## config.mk

```make
export PLATFORM = sky130hd
export DESIGN_NAME = debounce_multi
export DESIGN_NICKNAME = d
export VERILOG_FILES = /design/src/rtl/debounce_pkg.sv /design/src/rtl/debounce_channel.sv /design/src/rtl/debounce_multi.sv
export SDC_FILE = /design/constraint.sdc
export NUM_CORES = 1
export LEC_CHECK = 0
export ABC_CLOCK_PERIOD_IN_PS = 3050
export CORE_ASPECT_RATIO = 1.5
export CORE_UTILIZATION = 35
export DETAILED_ROUTE_END_ITERATION = 7
export GPL_TIMING_DRIVEN = 0
export PLACE_DENSITY_LB_ADDON = 0.08
export REMOVE_ABC_BUFFERS = 1
export SYNTH_ARGS = -nofsm -noshare
export SYNTH_HDL_FRONTEND = slang
export SYNTH_HIERARCHICAL = 1
export SYNTH_SLANG_ARGS = --single-unit
export TNS_END_PERCENT = 50
```

## constraint.sdc

```tcl
create_clock -name clk -period 3.05 [get_ports clk]
set_clock_uncertainty 0.1 [all_clocks]
set_input_delay 0.61 -clock clk [delete_from_list [all_inputs] [get_ports clk]]
set_output_delay 0.61 -clock clk [all_outputs]
set_load 0.01 [all_outputs]
```

## src/rtl/debounce_pkg.sv

```systemverilog
// debounce_pkg: shared types, default constants and width helpers for the
// multi-channel push-button debouncer.
package debounce_pkg;

    // Per-channel debounce state: STABLE means the output matches the settled
    // input; PENDING means a run of differing samples is being counted.
    typedef enum logic {
        ST_STABLE  = 1'b0,
        ST_PENDING = 1'b1
    } db_state_e;

    localparam int unsigned DEF_N_CH        = 4;
    localparam int unsigned DEF_STABLE_CNT  = 5;
    localparam int unsigned DEF_SYNC_STAGES = 2;
    localparam int unsigned DEF_SAMPLE_DIV  = 1;
    localparam logic        DEF_IDLE_LEVEL  = 1'b1;

    // Width of the per-channel run counter; must hold the value STABLE_CNT.
    function automatic int unsigned cnt_width(input int unsigned stable_cnt);
        if (stable_cnt < 1) begin
            return 1;
        end
        return $clog2(stable_cnt + 1);
    endfunction

    // Width of the shared prescaler counter; at least one bit even when
    // every clock is a sample tick.
    function automatic int unsigned div_width(input int unsigned sample_div);
        if (sample_div <= 1) begin
            return 1;
        end
        return $clog2(sample_div);
    endfunction

endpackage

```

## src/rtl/debounce_channel.sv

```systemverilog
// debounce_channel: one debounced button bit.
//   clk, reset     : clock, asynchronous active-low reset
//   en             : debounce enable (0 clears the run counter, holds d_out)
//   tick           : shared sample strobe from the prescaler
//   d_raw          : raw asynchronous pin
//   d_out          : debounced level
//   press_pulse    : one-cycle pulse when d_out becomes ~IDLE_LEVEL
//   release_pulse  : one-cycle pulse when d_out becomes IDLE_LEVEL
module debounce_channel
    import debounce_pkg::*;
#(
    parameter int unsigned STABLE_CNT  = DEF_STABLE_CNT,
    parameter int unsigned SYNC_STAGES = DEF_SYNC_STAGES,
    parameter logic        IDLE_LEVEL  = DEF_IDLE_LEVEL
) (
    input  logic clk,
    input  logic reset,
    input  logic en,
    input  logic tick,
    input  logic d_raw,
    output logic d_out,
    output logic press_pulse,
    output logic release_pulse
);

    localparam int unsigned CW = cnt_width(STABLE_CNT);

    logic [SYNC_STAGES-1:0] sync_q, sync_d;
    logic                   s_c;

    db_state_e              state_q, state_d;
    logic [CW-1:0]          cnt_q, cnt_d;
    logic                   out_q, out_d;
    logic                   press_q, press_d;
    logic                   release_q, release_d;

    // Synchroniser chain; only its last stage is seen by the debounce logic.
    always_comb begin
        sync_d = {sync_q[SYNC_STAGES-2:0], d_raw};
        s_c    = sync_q[SYNC_STAGES-1];
    end

    // Next-state, counter, level and pulse logic.
    always_comb begin
        state_d   = state_q;
        cnt_d     = cnt_q;
        out_d     = out_q;
        press_d   = 1'b0;
        release_d = 1'b0;

        if (!en) begin
            state_d = ST_STABLE;
            cnt_d   = '0;
        end else if (tick) begin
            unique case (state_q)
                ST_STABLE: begin
                    if (s_c != out_q) begin
                        if (STABLE_CNT == 1) begin
                            // A single differing sample is already enough.
                            out_d     = s_c;
                            cnt_d     = '0;
                            press_d   = (s_c != IDLE_LEVEL);
                            release_d = (s_c == IDLE_LEVEL);
                        end else begin
                            state_d = ST_PENDING;
                            cnt_d   = CW'(1);
                        end
                    end
                end
                ST_PENDING: begin
                    if (s_c == out_q) begin
                        // Input bounced back: abandon this run.
                        state_d = ST_STABLE;
                        cnt_d   = '0;
                    end else if ((cnt_q + CW'(1)) == CW'(STABLE_CNT)) begin
                        state_d   = ST_STABLE;
                        cnt_d     = '0;
                        out_d     = s_c;
                        press_d   = (s_c != IDLE_LEVEL);
                        release_d = (s_c == IDLE_LEVEL);
                    end else begin
                        cnt_d = cnt_q + CW'(1);
                    end
                end
                default: begin
                    state_d = ST_STABLE;
                    cnt_d   = '0;
                end
            endcase
        end
    end

    // State, counter, synchroniser and output registers.
    always_ff @(posedge clk or negedge reset) begin
        if (!reset) begin
            sync_q    <= {SYNC_STAGES{IDLE_LEVEL}};
            state_q   <= ST_STABLE;
            cnt_q     <= '0;
            out_q     <= IDLE_LEVEL;
            press_q   <= 1'b0;
            release_q <= 1'b0;
        end else begin
            sync_q    <= sync_d;
            state_q   <= state_d;
            cnt_q     <= cnt_d;
            out_q     <= out_d;
            press_q   <= press_d;
            release_q <= release_d;
        end
    end

    assign d_out         = out_q;
    assign press_pulse   = press_q;
    assign release_pulse = release_q;

endmodule

```

## src/rtl/debounce_multi.sv

```systemverilog
// debounce_multi: N_CH independent push-button debouncers sharing one
// sample-rate prescaler.
//   clk            : system clock, rising edge
//   reset          : asynchronous active-low reset
//   en             : debounce enable
//   D_in           : raw asynchronous button inputs
//   D_out          : debounced levels
//   press_pulse    : per-channel one-cycle pulse on becoming ~IDLE_LEVEL
//   release_pulse  : per-channel one-cycle pulse on becoming IDLE_LEVEL
module debounce_multi
    import debounce_pkg::*;
#(
    parameter int unsigned N_CH        = DEF_N_CH,
    parameter int unsigned STABLE_CNT  = DEF_STABLE_CNT,
    parameter int unsigned SYNC_STAGES = DEF_SYNC_STAGES,
    parameter int unsigned SAMPLE_DIV  = DEF_SAMPLE_DIV,
    parameter logic        IDLE_LEVEL  = DEF_IDLE_LEVEL
) (
    input  logic            clk,
    input  logic            reset,
    input  logic            en,
    input  logic [N_CH-1:0] D_in,
    output logic [N_CH-1:0] D_out,
    output logic [N_CH-1:0] press_pulse,
    output logic [N_CH-1:0] release_pulse
);

    localparam int unsigned PW = div_width(SAMPLE_DIV);

    logic [PW-1:0] presc_q, presc_d;
    logic          tick_c;

    // Shared sample strobe; wraps the prescaler on the terminal count.
    always_comb begin
        tick_c  = en && (presc_q == PW'(SAMPLE_DIV - 1));
        presc_d = presc_q;
        if (!en) begin
            presc_d = '0;
        end else if (tick_c) begin
            presc_d = '0;
        end else begin
            presc_d = presc_q + PW'(1);
        end
    end

    // Prescaler register.
    always_ff @(posedge clk or negedge reset) begin
        if (!reset) begin
            presc_q <= '0;
        end else begin
            presc_q <= presc_d;
        end
    end

    // One debouncer per channel, all on the same tick.
    for (genvar i = 0; i < N_CH; i++) begin : g_ch
        debounce_channel #(
            .STABLE_CNT  (STABLE_CNT),
            .SYNC_STAGES (SYNC_STAGES),
            .IDLE_LEVEL  (IDLE_LEVEL)
        ) u_ch (
            .clk           (clk),
            .reset         (reset),
            .en            (en),
            .tick          (tick_c),
            .d_raw         (D_in[i]),
            .d_out         (D_out[i]),
            .press_pulse   (press_pulse[i]),
            .release_pulse (release_pulse[i])
        );
    end

endmodule

```

==> summary.md <==
| Metric | Value |
|---|---|
| HP Class | `register to register` |
| Die H | `about 90 um` |
| Area delta synth->final | `17.86%` |
| CTS Buf Count | `5` |
| Dominant cell type by area after synthesis | `dfrtp_1` |
| Crit start category | `primary input` |
| Cell variety after synth | `23` |
| First-pass iteration count of the detailed router | `4` |
| Peak VDD IR | `0.2343 mV` |
| Postcts setup bufs | `0` |
| Vias/cell | `~5.2` |
| Total gr overflow | `0` |
| HPWL after detailed placement | `2.254 mm` |
| Setup WS post-layout | `~580 ps` |
| # setup viols final | `0` |
| CTS Hold Bufs | `0` |
| Fmax | `~410 MHz` |
| Port bufs | `18` |
| Largest cells by area after synthesis | `dfrtp_1, dfstp_2, ha_1` |
| Largest family of logic cells by synthesized area | `simple AND/OR/NAND/NOR gates` |
| Final Hold Viols | `0` |
| Pwr per Cell Area | `441.7 mW/mm2` |
| Final GP Congestion | `~0.73` |
| Area of the core | `0.004887 mm2` |
| Largest net degree at the start of global routing | `38` |
| Syn Inst Count | `between 100 and 150` |
| Detail Route Antenna Nets | `0` |
| CP Max Fanout | `37` |
| CTS Sinks | `37` |
| Critical Path RT | `3160 ps` |
| Area share of the largest cell type after synthesis | `34.48%` |
| Post-cts resize count | `2` |
| Xor and xnor fraction of the mapped netlist area | `between 5 and 6%` |
| Worst Setup End Kind | `register` |
| Drt wl/cell | `~14 um` |
| Final Cycle Share | `80.83%` |
| Top-Level Pins | `19` |
| Die Area | `0.005482 mm2` |
| Pre-CTS setup slack | `-590.2 ps` |
| Clock-pin slew on the worst setup and hold paths | `70 ps` |
| Starting Density | `~37%` |
| Initial antenna violation count | `0` |
| Final min period | `2465 ps` |
| Final Util | `43.75%` |
| DRT iter0 DRCs | `33` |
| Die width | `around 60 um` |
| Most common cell after layout, fill and taps aside | `dfrtp_1` |
| Share of cells above drive strength 1 | `23.08%` |
| Row count | `31` |
| Routed WL | `3.345 mm` |
| Clock latency on the worst-skew pair | `280 ps` |
| Adder-cell area share of the yosys netlist | `roughly 5.5%` |
| #FFs+latches synth | `37` |
| Most frequent cells in the layout | `dfrtp_1, clkdlybuf4s50_1` |
| Register area share after synthesis | `51.86%` |
| Mapped Area | `0.001814 mm2` |
| Headroom to the max-slew limit | `46.21%` |
| First-pass GRT wire length | `5.809 mm` |
| Clock Path Buffers | `2` |
| Total Routing Usage GR | `14.31%` |
| Post-Synth Simple-Gate Area | `22.00%` |
| DRC | `0` |
| CTS tree | `done` |
| Tightest Pin Transition | `806.8 ps` |
| Avg Inst Size Synth | `approximately 12 um2` |
| H-tree Lvls | `2` |
| Max-cap violations | `0` |
| CP Class | `primary input to register` |
| Warnings, synthesis | `6` |
| Lkg Pwr | `1.046 nW` |
| Compound-gate portion of the synthesized area | `8.276%` |
| Post-synthesis mux area share | `3.310%` |
| Status | `finished clean` |
| Net count, final | `roughly 180` |
| Vias in the first global route | `approximately 1,300` |
| RSZ-0062 raised after global routing | `no` |
| CP arrival | `2580 ps` |
| N_diodes | `0` |
| Clock root buffer | `clkbuf_8` |
| Final Max Tran Viols | `0` |
| Vias post-DR | `1,218` |
## registers in the layout, indices dropped and copies added (netlist names)
name / count
g_ch.u_ch/cnt_q: 12
g_ch.u_ch/sync_q: 8
g_ch.u_ch/d_out: 4
g_ch.u_ch/press_pulse: 4
g_ch.u_ch/release_pulse: 4
g_ch.u_ch/state_q: 4
presc_q: 1
## cells in the mapped netlist
master and count:
inv_1 8, buf_4 4, xor2_2 4, o22ai_1 12, mux2_4 4, nand4_2 4, xor2_1 4, conb_1 1
nor3b_1 12, and4b_1 4, and3_1 4, nor2b_4 1, o31a_1 4, and2b_1 4, a41o_1 4, nand3_1 4
nand3b_1 4, nand4_1 4, and2_2 4, dfstp_2 12, nand2_1 12, dfrtp_1 25, ha_1 8
## cell type report
class / instances / area (um2)
Fill cell: 476 / 2749
Timing Repair Buffer: 18 / 170.2
Tap cell: 66 / 82.58
Inverter: 8 / 30.03
Multi-Input combinational cell: 98 / 813.3
Clock inverter: 1 / 5.005
Clock buffer: 7 / 96.34
Sequential cell: 37 / 940.9
## metal layers
metal  vias to the layer above  track usage (%)  wire length [um]
met3                         7            5.324               163
met5                         -                0                 0
met1                       613            15.65              1287
li1                        569                -                 -
met2                        29            23.90              1821
met4                         0            6.061                73
## kinds of logic (layout without fill, tap and decap cells)
logic type / count (synthesis) / in the layout
compound gates: 20 / 20
xor+xnor: 8 / 8
fa+ha+maj: 8 / 8
buf+inv: 12 / 34
flops: 37 / 37
mux: 4 / 4
other cells: 1 / 1
simple gates: 57 / 57
## stage by stage
step           instances  cell area (um2)  hold WS, ps  total power, mW  TNS, ps
2_1_floorplan        143             1784        214.4           0.5496        0
3_3_place_gp         227             2047        248.2           0.5819    -6804
3_5_place_dp         227             2042        247.3           0.5837    -9269
4_1_cts              235             2143        258.3           0.9662        0
5_1_grt              235             2138        259.9           0.9926        0
6_report             235             2138        256.5           0.9444        0
## final timing paths
path,slack (ps),depth (start not counted),start,endpoint
setup / recovery,580,5,en,g_ch[2].u_ch/d_out
hold / removal,260,0,g_ch[1].u_ch/sync_q[0],g_ch[1].u_ch/sync_q[1]
setup reg to reg,1240,4,presc_q,g_ch[2].u_ch/d_out
hold reg to reg,260,0,g_ch[1].u_ch/sync_q[0],g_ch[1].u_ch/sync_q[1]
max in group asynchronous,2030,1,reset,g_ch[2].u_ch/state_q
min in group asynchronous,320,1,reset,g_ch[0].u_ch/cnt_q[2]
## power by group
| part | total (mW) | switching [mW] | internal, mW |
|---|---|---|---|
| Sequential | 0.519 | 0.0117 | 0.507 |
| Clock | 0.372 | 0.167 | 0.204 |
| Combinational | 0.0541 | 0.0351 | 0.0190 |
## worst max-delay path, stage by stage
cell,delay (ps)
clkbuf_2,560
nor2b_4,590
and2_2,280
nand4_2,160
mux2_4,360
Power figures use the tool's default switching activity.
